==> src/rtl/rhythm_pkg.sv <==
// rhythm_pkg: judge/sound encodings, display ceilings and FSM states for score_ctrl.
package rhythm_pkg;
  localparam logic [1:0] JUDGE_NONE    = 2'b00;
  localparam logic [1:0] JUDGE_MISS    = 2'b01;
  localparam logic [1:0] JUDGE_GOOD    = 2'b10;
  localparam logic [1:0] JUDGE_PERFECT = 2'b11;
  localparam logic [1:0] SND_SILENT    = 2'b00;
  localparam logic [1:0] SND_MISS      = 2'b01;
  localparam logic [1:0] SND_GOOD      = 2'b10;
  localparam logic [1:0] SND_PERFECT   = 2'b11;
  localparam logic [15:0] SCORE_MAX_DEF = 16'd9999;
  localparam logic [7:0]  COMBO_MAX_DEF = 8'd99;
  typedef enum logic {ST_IDLE, ST_APPLY} state_t;
endpackage

==> src/rtl/rr_arbiter.sv <==
// rr_arbiter: combinational round-robin pick of the first request at/after ptr.
module rr_arbiter #(
  parameter int N  = 4,
  parameter int IW = $clog2(N)
) (
  input  logic [N-1:0]  req,
  input  logic [IW-1:0] ptr,
  output logic [N-1:0]  gnt,
  output logic [IW-1:0] idx,
  output logic          found
);
  logic [IW-1:0] c;
  always_comb begin
    gnt   = '0;
    idx   = '0;
    found = 1'b0;
    c     = '0;
    for (int i = 0; i < N; i++) begin
      c = IW'((int'(ptr) + i) % N);
      if (!found && req[c]) begin
        found = 1'b1;
        idx   = c;
      end
    end
    gnt[idx] = found;
  end
endmodule

==> src/rtl/score_ctrl.sv <==
// score_ctrl: arbitrates lane judgments and applies them to saturating score/combo and a timed sound command.
module score_ctrl
  import rhythm_pkg::*;
#(
  parameter int          N_LANES     = 4,
  parameter logic [15:0] PTS_PERFECT = 16'd10,
  parameter logic [15:0] PTS_GOOD    = 16'd5,
  parameter logic [15:0] SCORE_MAX   = SCORE_MAX_DEF,
  parameter logic [7:0]  COMBO_MAX   = COMBO_MAX_DEF,
  parameter int          SOUND_HOLD  = 5000
) (
  input  logic                   i_Clk,
  input  logic                   i_Rst_n,
  input  logic                   i_Clear,
  input  logic [N_LANES-1:0]     i_Judge_Valid,
  input  logic [2*N_LANES-1:0]   i_Judge_Code,
  output logic [N_LANES-1:0]     o_Judge_Ack,
  output logic [15:0]            o_Score,
  output logic [7:0]             o_Combo,
  output logic [7:0]             o_Max_Combo,
  output logic [1:0]             o_Sound_Cmd,
  output logic                   o_Busy
);
  localparam int IW = $clog2(N_LANES);
  localparam int CW = $clog2(SOUND_HOLD) + 1;
  state_t               state_q;
  logic [IW-1:0]        ptr_q, gidx;
  logic [N_LANES-1:0]   ack_q, gnt;
  logic                 found;
  logic [1:0]           code_q, snd_q;
  logic [15:0]          score_q, score_d, pts;
  logic [16:0]          sum;
  logic [7:0]           combo_q, combo_d, max_q, max_d;
  logic [CW-1:0]        cnt_q;
  logic                 ev;
  rr_arbiter #(.N(N_LANES), .IW(IW)) u_arb (
    .req   (i_Judge_Valid),
    .ptr   (ptr_q),
    .gnt   (gnt),
    .idx   (gidx),
    .found (found)
  );
  always_comb begin
    ev      = (state_q == ST_APPLY) && (code_q != JUDGE_NONE);
    pts     = code_q == JUDGE_PERFECT ? PTS_PERFECT : code_q == JUDGE_GOOD ? PTS_GOOD : 16'd0;
    sum     = {1'b0, score_q} + {1'b0, pts};
    score_d = sum > {1'b0, SCORE_MAX} ? SCORE_MAX : sum[15:0];
    combo_d = code_q == JUDGE_MISS ? 8'd0 : combo_q >= COMBO_MAX ? COMBO_MAX : combo_q + 8'd1;
    max_d   = combo_d > max_q ? combo_d : max_q;
  end
  always_ff @(posedge i_Clk or negedge i_Rst_n) begin
    if (!i_Rst_n) begin
      state_q <= ST_IDLE;
      ptr_q   <= '0;
      ack_q   <= '0;
      code_q  <= JUDGE_NONE;
      score_q <= '0;
      combo_q <= '0;
      max_q   <= '0;
      snd_q   <= SND_SILENT;
      cnt_q   <= '0;
    end else if (i_Clear) begin
      state_q <= ST_IDLE;
      ptr_q   <= '0;
      ack_q   <= '0;
      score_q <= '0;
      combo_q <= '0;
      max_q   <= '0;
      snd_q   <= SND_SILENT;
      cnt_q   <= '0;
    end else begin
      if (state_q == ST_IDLE) begin
        if (found) begin
          state_q <= ST_APPLY;
          ack_q   <= gnt;
          code_q  <= i_Judge_Code[{gidx, 1'b0} +: 2];
          ptr_q   <= gidx == IW'(N_LANES - 1) ? '0 : gidx + 1'b1;
        end
      end else begin
        state_q <= ST_IDLE;
        ack_q   <= '0;
        if (ev) begin
          score_q <= score_d;
          combo_q <= combo_d;
          max_q   <= max_d;
        end
      end
      // A new event retriggers the hold; otherwise count down then go silent.
      if (ev) begin
        snd_q <= code_q;
        cnt_q <= CW'(SOUND_HOLD - 1);
      end else if (cnt_q != '0) cnt_q <= cnt_q - 1'b1;
      else snd_q <= SND_SILENT;
    end
  end
  assign o_Judge_Ack = ack_q;
  assign o_Score     = score_q;
  assign o_Combo     = combo_q;
  assign o_Max_Combo = max_q;
  assign o_Sound_Cmd = snd_q;
  assign o_Busy      = state_q == ST_APPLY;
endmodule
==> config.mk <==
export PLATFORM = sky130hd
export DESIGN_NAME = score_ctrl
export DESIGN_NICKNAME = d
export VERILOG_FILES = /design/src/rtl/rhythm_pkg.sv /design/src/rtl/rr_arbiter.sv /design/src/rtl/score_ctrl.sv
export SDC_FILE = /design/constraint.sdc
export NUM_CORES = 1
export LEC_CHECK = 0
export BUFFER_PORTS_ARGS = -buffer_cell sky130_fd_sc_hd__buf_2
export CORE_ASPECT_RATIO = 0.5
export CORE_UTILIZATION = 55
export CTS_CLUSTER_DIAMETER = 100
export DETAILED_ROUTE_END_ITERATION = 16
export PLACE_DENSITY = 0.77
export SLEW_MARGIN = 20
export SYNTH_ARGS = -nofsm -noshare
export SYNTH_HDL_FRONTEND = slang
export SYNTH_SLANG_ARGS = --single-unit
==> constraint.sdc <==
create_clock -name i_Clk -period 8.11 [get_ports i_Clk]
set_input_delay 0.811 -clock i_Clk [delete_from_list [all_inputs] [get_ports i_Clk]]
set_output_delay 0.811 -clock i_Clk [all_outputs]
set_load 0.01 [all_outputs]
==> summary.md <==
| Metric | Value |
|---|---|
| Status | `completed` |
| Startpoint types | `register` |
| Min Tclk post-route | `~3.8 ns` |
| Setup TNS | `0 ns` |
| Pre-Repair DR Iteration Count | `4` |
| Commonest register cell after synthesis | `dfrtp_1` |
| Starting DRT DRC Count | `between 200 and 300` |
| Critical R2R Launch | `o_Combo[0]$_DFFE_PN0P_` |
| CTS Sinks | `57` |
| # Max-Cap Violations | `0` |
| Post-Syn Area per Cell | `8.79 um2` |
| First-pass GRT wire length | `14200 um` |
| Die width | `121 um` |
| Critical path data required time | `8.35 ns` |
| Critical path launch point | `o_Combo[0]$_DFFE_PN0P_` |
| Post-synthesis cell type count | `71` |
| Leading cell types in the layout, fill and taps excluded | `57 x dfrtp_1, 53 x buf_2, 44 x nor2_1` |
| Post-CTS resize count | `0` |
| DRC viols | `0` |
| Die Area | `7450 um2` |
| Yosys reg bits | `57` |
| Final hold slack | `between 0.5 and 0.6 ns` |
| Syn-to-layout area delta | `13.7%` |
| Initial antenna violation count | `0` |
| Fill count | `594` |
| Met2 WL | `3940 um` |
| EDFF count, synth | `0` |
| Drt total wl | `8810 um` |
| Most common cell after layout, fill and taps aside | `dfrtp_1` |
| Crit path DAT | `4.01 ns` |
| Longest Clk Path Bufs | `2` |
| Hold depth | `2` |
| Worst-margin pin slew | `0.916 ns` |
| Critical R2R Capture | `o_Max_Combo[2]$_DFFE_PN0P_` |
| Final hold violations | `0` |
| CP max FO | `8` |
| Placement row count | `21` |
| Routed via count | `~3300` |
| Post-Synthesis Cell Area | `3900 um2` |
| Die H | `61.6 um` |
| Setup WS post-layout | `4.34 ns` |
| Vias in the first global route | `3013` |
| Max VDD drop | `0.000111 V` |
| Routed len/inst | `15.1 um` |
| H-Tree Depth | `3` |
| Hold buffer count at cts | `0` |
| Synth warnings | `0` |
| CP endpoint kind | `register` |
| Max-slew violations | `0` |
| Critical Setup Path Class | `reg -> reg` |
| Final Power | `between 1 and 1.5 mW` |
| Cells on worst reg2reg path | `14` |
| # nets final | `518` |
| Final core occ | `between 60% and 70%` |
| Final setup fails | `0` |
| Share of layout cells above drive strength 1 | `about a fifth` |
| WL met1 | `roughly 4300 um` |
| Clock Tree Root | `clkbuf_16` |
| Congestion Overflow GR | `0` |
| DP Area | `approximately 4100 um2` |
| Post-detailed-route count of antenna-violating nets | `0` |
| Final period util | `around 46%` |
| Top Ports | `54` |
| WL met3 | `~450 um` |
| Setup bufs post-CTS | `0` |
| Clock latency on the worst-skew pair | `between 0.3 and 0.4 ns` |
| R2R setup slack | `4.34 ns` |
| Starting Density | `between 50% and 60%` |
| Relative slew margins | `38.9%` |
| Syn nets | `between 400 and 500` |
| Worst Clk Skew | `0.00573 ns` |
| Dpl ws | `4.38 ns` |
| Ant. Diodes | `0` |
| Register area share after synthesis | `between 30% and 40%` |
| CORE AREA | `6780 um2` |
| RSZ-0062 raised after global routing | `no` |
| Clk slew on worst S/H paths | `0.05 ns` |
| Cell Count, Final, Fillers Out | `between 500 and 600` |
| Max Freq | `between 0.2 and 0.3 GHz` |
| Final instance area | `about 4400 um2` |
| Async SR Flop Fraction | `100%` |
| Power Density | `about 240 nW/um2` |
| Via density | `5.72` |
| LEAKAGE | `2.06 nW` |
| Uppermost layer routed | `met4` |
| Min-delay worst type | `reg -> reg` |
| WHS Endpoint | `o_Max_Combo[7]$_DFFE_PN0P_` |
| Placed Cells | `568` |
| Port bufs | `53` |
| Detailed Place HPWL | `between 6000 and 7000 um` |
| CTS Buf Count | `9` |
| Global Route Usage Sum | `25.0%` |
| Final Wtd Congestion | `0.866` |
| HP Start | `o_Max_Combo[7]$_DFFE_PN0P_` |
| Post-Syn Instances | `444` |
| Largest net degree at the start of global routing | `58` |
| CTS tree | `yes` |
[power by group]
group / internal (mW) / switching [mW] / total, mW / leakage [nW]
clock network: 0.262 / 0.124 / 0.386 / 0.153
registers: 0.325 / 0.0545 / 0.380 / 0.773
logic: 0.127 / 0.180 / 0.307 / 1.13
total: 0.714 / 0.359 / 1.07 / 2.06
[metal layers]
metal  track usage (%)  vias up
met5                 0        -
met4              7.58        0
met3              6.57        9
met2              40.3       67
met1              33.5     1589
li1                  -     1678
[cells in the mapped netlist, types with 3 or more instances]
library cell | n | area (um2)
a211oi_1 | 5 | 37.5
and2_1 | 6 | 37.5
and3_1 | 8 | 50.1
mux2i_1 | 8 | 80.1
or3_1 | 5 | 31.3
nor2b_1 | 5 | 31.3
nand4_1 | 9 | 56.3
dfrtp_1 | 57 | 1430
nand2_2 | 3 | 18.8
o21ai_0 | 13 | 65.1
a21oi_1 | 38 | 190
buf_4 | 7 | 52.6
a31oi_1 | 5 | 31.3
nand3_1 | 24 | 120
nor4_1 | 5 | 31.3
xor2_1 | 8 | 70.1
o21a_1 | 7 | 52.6
o31ai_1 | 6 | 45.0
nand2_1 | 38 | 143
o22ai_1 | 4 | 25.0
buf_6 | 4 | 45.0
inv_1 | 25 | 93.8
ha_1 | 16 | 200
o21ai_1 | 5 | 25.0
xnor2_1 | 10 | 87.6
nor3_1 | 16 | 80.1
nor2_1 | 44 | 165
clkbuf_1 | 7 | 26.3
[flip-flops by register name (all words and copies together) (netlist names)]
register	flops
o_Combo	8
o_Busy	1
code_q	2
o_Sound_Cmd	2
o_Max_Combo	8
o_Score	16
cnt_q	14
o_Judge_Ack	4
ptr_q	2
[how the worst max path moves through the flow]
stage                                             to  slack [ns]
after global routing      o_Max_Combo[1]$_DFFE_PN0P_        4.07
after CTS                 o_Max_Combo[2]$_DFFE_PN0P_        4.35
final                     o_Max_Combo[2]$_DFFE_PN0P_        4.34
after floorplan           o_Max_Combo[0]$_DFFE_PN0P_        4.72
after detailed placement  o_Max_Combo[2]$_DFFE_PN0P_        4.38
after global placement    o_Max_Combo[0]$_DFFE_PN0P_        4.52
[cell families after synthesis]
kind of cell,synth area share (%)
buffers and inverters,7.02
AO/OA/AOI/OAI,21.2
flip-flops,36.6
adder cells (fa/ha/maj),5.13
AND/OR/NAND/NOR,23.3
other,0.0961
multiplexers,2.63
XOR/XNOR,4.04
[layout make-up]
type	count	area [um2]	area share (%)
Multi-Input combinational cell	338	2200	49.7
Sequential cell	57	1430	32.1
Timing Repair Buffer	56	288	6.49
Clock buffer	14	274	6.18
Tap cell	92	115	2.59
Inverter	25	93.8	2.12
Clock inverter	2	35.0	0.790
[critical path, stage by stage (launching register included)]
cell and delay, ns:
dfrtp_1 0.42, ha_1 0.25, or4_1 0.42, a31o_2 0.27, o21ai_0 0.22, inv_1 0.09, ha_1 0.29, nor2b_1 0.14
o21a_1 0.16, o21a_1 0.16, o21a_1 0.17, o21a_1 0.19, o2111ai_1 0.58, nand3_1 0.16, a21oi_1 0.18
Note: power is estimated with default switching activity, not from simulation.
